### config.mk
export PLATFORM = sky130hd
export DESIGN_NAME = cont_sequencer
export DESIGN_NICKNAME = d
export VERILOG_FILES = /design/src/rtl/cont_sequencer.sv
export SDC_FILE = /design/constraint.sdc
export NUM_CORES = 1
export LEC_CHECK = 0
export CAP_MARGIN = 5
export CORE_AREA = 2 2 79 81
export CTS_BUF_LIST = sky130_fd_sc_hd__clkbuf_4
export DETAILED_ROUTE_END_ITERATION = 12
export DIE_AREA = 0 0 81 83
export PLACE_DENSITY = 0.68
export SETUP_SLACK_MARGIN = 0.05
export SYNTH_ARGS = -nofsm -noshare
export SYNTH_HDL_FRONTEND = slang
export SYNTH_SLANG_ARGS = --single-unit
### constraint.sdc
create_clock -name clk -period 2.55 [get_ports clk]
set_clock_uncertainty 0.15 [all_clocks]
set_input_delay 0.765 -clock clk [delete_from_list [all_inputs] [get_ports clk]]
set_output_delay 0.765 -clock clk [all_outputs]
set_load 0.02 [all_outputs]
### src/rtl/cont_sequencer.sv
// Run controller for a 4-digit BCD counter: prescaled count-enable tick, start/stop/clear FSM, target match.
// Latency: commands and match take effect one edge after sampling; all outputs are registered.
// Backpressure: none; commands are single-cycle pulses (clear > stop > start); build option CONT_AUTORELOAD_EN.
module cont_sequencer #(
    parameter int PRESCALE = 50_000_000,
    parameter int PS_W     = 26
) (
    input  logic        clk,
    input  logic        reset,
    input  logic        start,
    input  logic        stop,
    input  logic        clear,
    input  logic [15:0] target,
    input  logic [15:0] count,
    output logic        tick,
    output logic        cnt_clr,
    output logic        running,
    output logic        done,
    output logic [1:0]  state
);

    typedef enum logic [1:0] {
        IDLE  = 2'd0,
        RUN   = 2'd1,
        PAUSE = 2'd2,
        DONE  = 2'd3
    } state_t;

    localparam logic [PS_W-1:0] PS_LAST = PS_W'(PRESCALE - 1);
    localparam logic [PS_W-1:0] PS_ONE  = PS_W'(1);

    state_t          state_q, state_d;
    logic [PS_W-1:0] ps_q, ps_d;
    logic            tick_d, clr_d, done_d, running_d;
    logic            match, ps_wrap;

    // The counter still shows the old value during the cnt_clr cycle, so
    // a match seen then is stale and must be ignored.
`ifdef CONT_AUTORELOAD_EN
    assign match = (count == target) && (target != 16'h0000) && !cnt_clr;
`else
    assign match = (count == target) && !cnt_clr;
`endif

    assign ps_wrap = (ps_q == PS_LAST);

    // Next-state, prescaler and registered-output decode.
    always_comb begin
        state_d = state_q;
        ps_d    = ps_q;
        tick_d  = 1'b0;
        clr_d   = 1'b0;
        done_d  = 1'b0;
        case (state_q)
            IDLE: begin
                if (clear) begin
                    clr_d = 1'b1;
                end else if (start) begin
                    state_d = RUN;
                    ps_d    = '0;
                end
            end
            RUN: begin
                if (clear) begin
                    clr_d   = 1'b1;
                    ps_d    = '0;
                    state_d = IDLE;
                end else if (stop) begin
                    // Prescaler holds, so a partial period resumes intact.
                    state_d = PAUSE;
                end else if (match) begin
`ifdef CONT_AUTORELOAD_EN
                    // Reload: clear the counter, keep the prescaler phase,
                    // drop any tick that would collide with the clear.
                    clr_d  = 1'b1;
                    done_d = 1'b1;
                    ps_d   = ps_wrap ? '0 : ps_q + PS_ONE;
`else
                    state_d = DONE;
`endif
                end else if (ps_wrap) begin
                    ps_d   = '0;
                    tick_d = 1'b1;
                end else begin
                    ps_d = ps_q + PS_ONE;
                end
            end
            PAUSE: begin
                if (clear) begin
                    clr_d   = 1'b1;
                    ps_d    = '0;
                    state_d = IDLE;
                end else if (start) begin
                    state_d = RUN;
                end
            end
            DONE: begin
                if (clear) begin
                    clr_d   = 1'b1;
                    ps_d    = '0;
                    state_d = IDLE;
                end
            end
            default: state_d = IDLE;
        endcase
`ifndef CONT_AUTORELOAD_EN
        done_d = (state_d == DONE);
`endif
        running_d = (state_d == RUN);
    end

    // State, prescaler and output registers with synchronous reset.
    always_ff @(posedge clk) begin
        if (reset) begin
            state_q <= IDLE;
            ps_q    <= '0;
            tick    <= 1'b0;
            cnt_clr <= 1'b0;
            running <= 1'b0;
            done    <= 1'b0;
        end else begin
            state_q <= state_d;
            ps_q    <= ps_d;
            tick    <= tick_d;
            cnt_clr <= clr_d;
            running <= running_d;
            done    <= done_d;
        end
    end

    assign state = state_q;

endmodule

-- Word-level counts from Yosys, hierarchy flattened
Index checks and enable logic that the tools add are counted.
- bits in registers: 32
- logic and storage cells: 46
- output and inout bits: 6
- bits of input ports: 37
- multiplexer cells: 19
- bitwise operators: 1
- equal/unequal tests: 12
- reductions and logical operators: 7
- $add $sub $neg: 1
- operators with widths (operator ; number):
    two-way mux 26 bit ; 7
    case mux 26 bit (3 select lines) ; 1
    adder 26 x 1 -> 26 bit (second input constant) ; 1
    equality test 26 bit (second input constant) ; 1
    equality test 16 bit ; 1
    two-way mux 2 bit ; 7
    case mux 2 bit (4 select lines) ; 1
    equality test 2 bit (second input constant) ; 3
    != test 3 bit (second input constant) ; 2
    AND reduction 5 bit ; 1
    OR reduction 5 bit ; 1
    equality test 2 x 1 -> 1 bit (second input constant) ; 2
    != test 2 bit (second input constant) ; 2
    OR reduction 4 bit ; 1
    two-way mux 1 bit ; 3
    logical NOT 2 bit ; 1
    != test 2 x 1 -> 1 bit (second input constant) ; 1
    OR reduction 2 bit ; 1
    logical AND 1 bit ; 1
    logical NOT 1 bit ; 1
    inverter 1 bit ; 1

-- Logic depth before layout (Yosys ltp)
- depth in word-level cells: 7
- gate-level depth with buffers: 8
- mapped depth without buffers: 7

-- Worst setup path after synthesis
No wires, ideal clock.
- path kind: input to register
- from: input port target[13]
- to: register ps_q[19]
- path buffers: 2
- slack: -65 ps
- library setup time: 130 ps
- data required time: 2270 ps
- arrival: 2335 ps
- stages: 8
- cell sequence: xnor2_1 > nand3_1 > or4_4 > or3_1 > buf_6 > buf_8 > a32oi_1 > o21ai_0
- cells in the longest elaborated chain, start to end: 4
- RTL lines (element ; line ; text):
    start: declaration ; 13 ; input logic [15:0] target,
    equality test 16 bit ; 42 ; assign match = (count == target) && !cnt_clr;
    logical AND 1 bit ; 42 ;
    != test 3 bit (no line) ; - ;
    AND reduction 5 bit (no line) ; - ;
    end signal: assignment ; 123 ; ps_q <= ps_d;
    end: declaration ; 33 ; logic [PS_W-1:0] ps_q, ps_d;
Every way passes these cells.
A chain may end at the register's enable or synchronous reset.

-- Final worst setup path
- from: input port target[10]
- to: register ps_q[17]
The elaborated chain is that of the path after synthesis.

==> run summary <==
- 0.00582 mm2 — Core Box Area
- reg -> reg — class of the tightest hold or removal check
- ps_q[23]$_SDFFE_PP0P_ — hold path start
- dfxtp_1 (32%), o31ai_1 (7.2%), nand3_1 (4.5%), nand4_1 (4.1%), o21ai_0 (4.0%) — top cells by area in the synthesized netlist
- 2.50 ns — arrival time of data at the critical path endpoint
- 47 — number of different library cells in the post-synthesis netlist
- 0 — MaxCap Viol Count
- 290 — Syn Nets
- 0 — count of yosys warnings during synthesis
- dfxtp_1 — top-count cell post-synth
- 41.4% — layout overhead on the synthesized area
- 0 — drc violations
- ps_q[1]$_SDFFE_PP0P_ — worst r2r src
- 2225 — vias after detailed routing
- 28 — num rows
- 413 MHz — maximum clock frequency
- 1.05 mW — Design Power
- ps_q[23]$_SDFFE_PP0P_ — Min-Delay Endpoint
- 174 — initial DRC count
- 0.11 ns — post-CTS clock slew at the launch and capture registers of the worst setup and hold paths
- 0.342 — initial cell density of the core
- no — setup repair after global routing missed its margin
- 42 — number of input and output port buffers inserted
- 0 — initial antenna violation count
- 2 — hold path depth
- 0.646 ns — transition at the pin with the smallest max-transition slack
- 0.322 — post-synthesis sequential area ratio
- 0.21 ns — R2R Setup Slk
- 83 um — height of the die
- 43 — I/O pins
- 1.08 nW — leakage power total
- 7.89 um2 — mean area per synthesized cell
- complete, no violations — outcome
- 0.802 mW — internal cell power
- 2.63 ns — worst path required time
- flip-flop — nature of the critical path endpoint
- 252 — gate count after technology mapping
- built — clock tree from TritonCTS
- 0.189 — share of layout cells above drive strength 1
- or4_4 — CP max-delay cell
- 14.3 um — routed wire length per instance
- 0 — number of synthesized flops with an enable pin
- 9830 um — first-pass GRT wire length
- 0.00672 mm2 — die outline area
- 0 — number of diodes added for antenna fixing
- 5680 um — Post-Route WL
- 0.377 — clock network power share
- 0.351 ns — worst hold margin
- 0.322 — portion of synthesized cell area occupied by the leading cell type
- 2 — clk buf depth
- 2.42 ns — crit path time final
- 0.249 mW — switching power total
- 0 — async set or reset register ratio after synthesis
- 0 — Post-DRT Antenna Nets
- 0 — total setup buffers inserted after CTS
- 5.59 — per-cell via count in the routed design
- 4280 um — DP HPWL
- 0 — total congestion overflow
- 0.49 ns — max incr delay on CP
- 81 um — Chip Width
- 2 — H-Tree Depth
- 374 mW/mm2 — power per cell area
- 32 — #FFs+latches synth
- 0.481 — part of the power in registers
- clkdlybuf4s15_1, xnor2_2, nand4_1, or4_4, or3_4, buf_6, a32oi_2, o21ai_1 — cell-by-cell listing of the critical path
- 0.237 — switching power as a share of total power
- 360 — layout net count
- 0.33 ns — insertion delay of the later-clocked pin in the worst-skew pair
- 14 — pin count of the biggest net entering global routing
- 0 — final count of pins violating max slew
- 0.950 — fraction of the cycle the final worst path needs
- 0 — cts-stage hold buffer count
- 0.565 — worst max-slew margin expressed relative to the limit
- in -> reg — path type of the worst setup path
- 32 — TritonCTS Sinks
- 8 — R2R depth
- clkbuf_4 — clk root buf
- 4 — number of optimization iterations in the first detailed-route pass
- dfxtp_1 — Post-synth top flop
- 6 — critical-path maximum fanout
- 0.00199 mm2 — cell area after technology mapping
- 0.181 — total routing usage reported by global routing
- dfxtp_1 — cell accounting for the most synthesized area
- 295 uV — peak supply drop
- 2142 — vias in the first global route
- primary input — kind of start point of the critical path
- 0 — Finish-stage setup viols
- ps_q[17]$_SDFFE_PP0P_ — reg-to-reg endpoint
- 0 — final count of hold timing violations
- 5 — number of buffers added by the clock tree synthesis step
- dfxtp_1 (32), nor2_1 (21), o31ai_1 (19) — Post-synth top cells
- 0.824 — final RePlAce weighted congestion
- 0.143 — part of the power in combinational logic
through the flow:
stage | utilization | area, um2 | setup TNS (ns) | instances | setup slack (ns)
floorplan | - | 2010 | -0.118 | 252 | -0.0296
global placement | 0.465 | 2700 | -15.18 | 389 | -0.648
detailed placement | 0.465 | 2700 | -15.36 | 389 | -0.646
CTS | 0.479 | 2790 | 0 | 398 | 0.0529
global route | 0.483 | 2810 | 0 | 398 | 0.0533
finish | 0.483 | 2810 | 0 | 398 | 0.128
flip-flops by register name, indices dropped and copies added, names as in the netlist:
name	flops
state	2
ps_q	26
tick	1
done	1
cnt_clr	1
running	1
repair_timing:
action	CTS	global route
endpoints found under the setup margin	28	23
pin swaps	9	15
cloned	1	0
resized for setup	25	26
metal layers:
metal  global-route usage  routed length, um  up-vias
met3               0.0435                379        2
met4               0.0693                 21        0
met1                0.247               2590     1045
met2                0.274               2690       74
li1                     -                  -     1104
met5                    0                  0        -
cells by family (layout without fill, tap and decap cells):
family	after synthesis	count (layout)	synth area share
AO/OA/AOI/OAI	66	66	0.228
XOR/XNOR	16	16	0.0705
adder cells (fa/ha/maj)	1	1	0.00629
buffers and inverters	16	87	0.0415
flip-flops	32	32	0.322
multiplexers	1	1	0.00503
AND/OR/NAND/NOR	120	120	0.326
power groups by stage:
stage | Sequential, mW | Combinational [mW] | Clock (mW)
after floorplan | 0.520 | 0.0600 | 0
after global placement | 0.517 | 0.158 | 0
after detailed placement | 0.516 | 0.160 | 0
after CTS | 0.505 | 0.150 | 0.407
after global routing | 0.506 | 0.165 | 0.426
final | 0.505 | 0.150 | 0.396
how the worst max path moves through the flow:
| stage | depth (start not counted) | end | from | slack (ns) |
|---|---|---|---|---|
| after floorplan | 8 | ps_q[19]$_SDFFE_PP0P_ | target[10] | -0.03 |
| after global placement | 9 | ps_q[18]$_SDFFE_PP0P_ | target[10] | -0.65 |
| after detailed placement | 9 | ps_q[18]$_SDFFE_PP0P_ | target[10] | -0.65 |
| after CTS | 8 | ps_q[23]$_SDFFE_PP0P_ | count[1] | 0.05 |
| after global routing | 8 | ps_q[19]$_SDFFE_PP0P_ | target[10] | 0.05 |
| final | 8 | ps_q[17]$_SDFFE_PP0P_ | target[10] | 0.13 |
placed cells by master, fill, tap and decap left out, types with 11 or more instances in the layout:
master / synthesis / layout
nand4_1: 13 / 13
dfxtp_1: 32 / 32
buf_4: 0 / 26
nand2_1: 16 / 15
nor2_1: 21 / 20
nand3_1: 18 / 18
o21ai_0: 16 / 14
clkdlybuf4s50_1: 0 / 17
dlygate4sd2_1: 0 / 11
o31ai_1: 19 / 19
worst max-delay path: cells and delay by family:
family	cells	cell delay, ns
xor gates and xnor gates	1	0.12
and+or+nand+nor	3	1.03
buffers and inverters	2	0.34
AOI/OAI and AO/OA	2	0.23
layout make-up:
type | count | area, um2
Tap cell | 75 | 93.8
Fill cell | 600 | 3000
Multi-Input combinational cell | 204 | 1330
Clock inverter | 2 | 35.0
Timing Repair Buffer | 73 | 646
Sequential cell | 32 | 641
Clock buffer | 6 | 45.0
Inverter | 6 | 22.5
(Power assumes the default switching activity.)
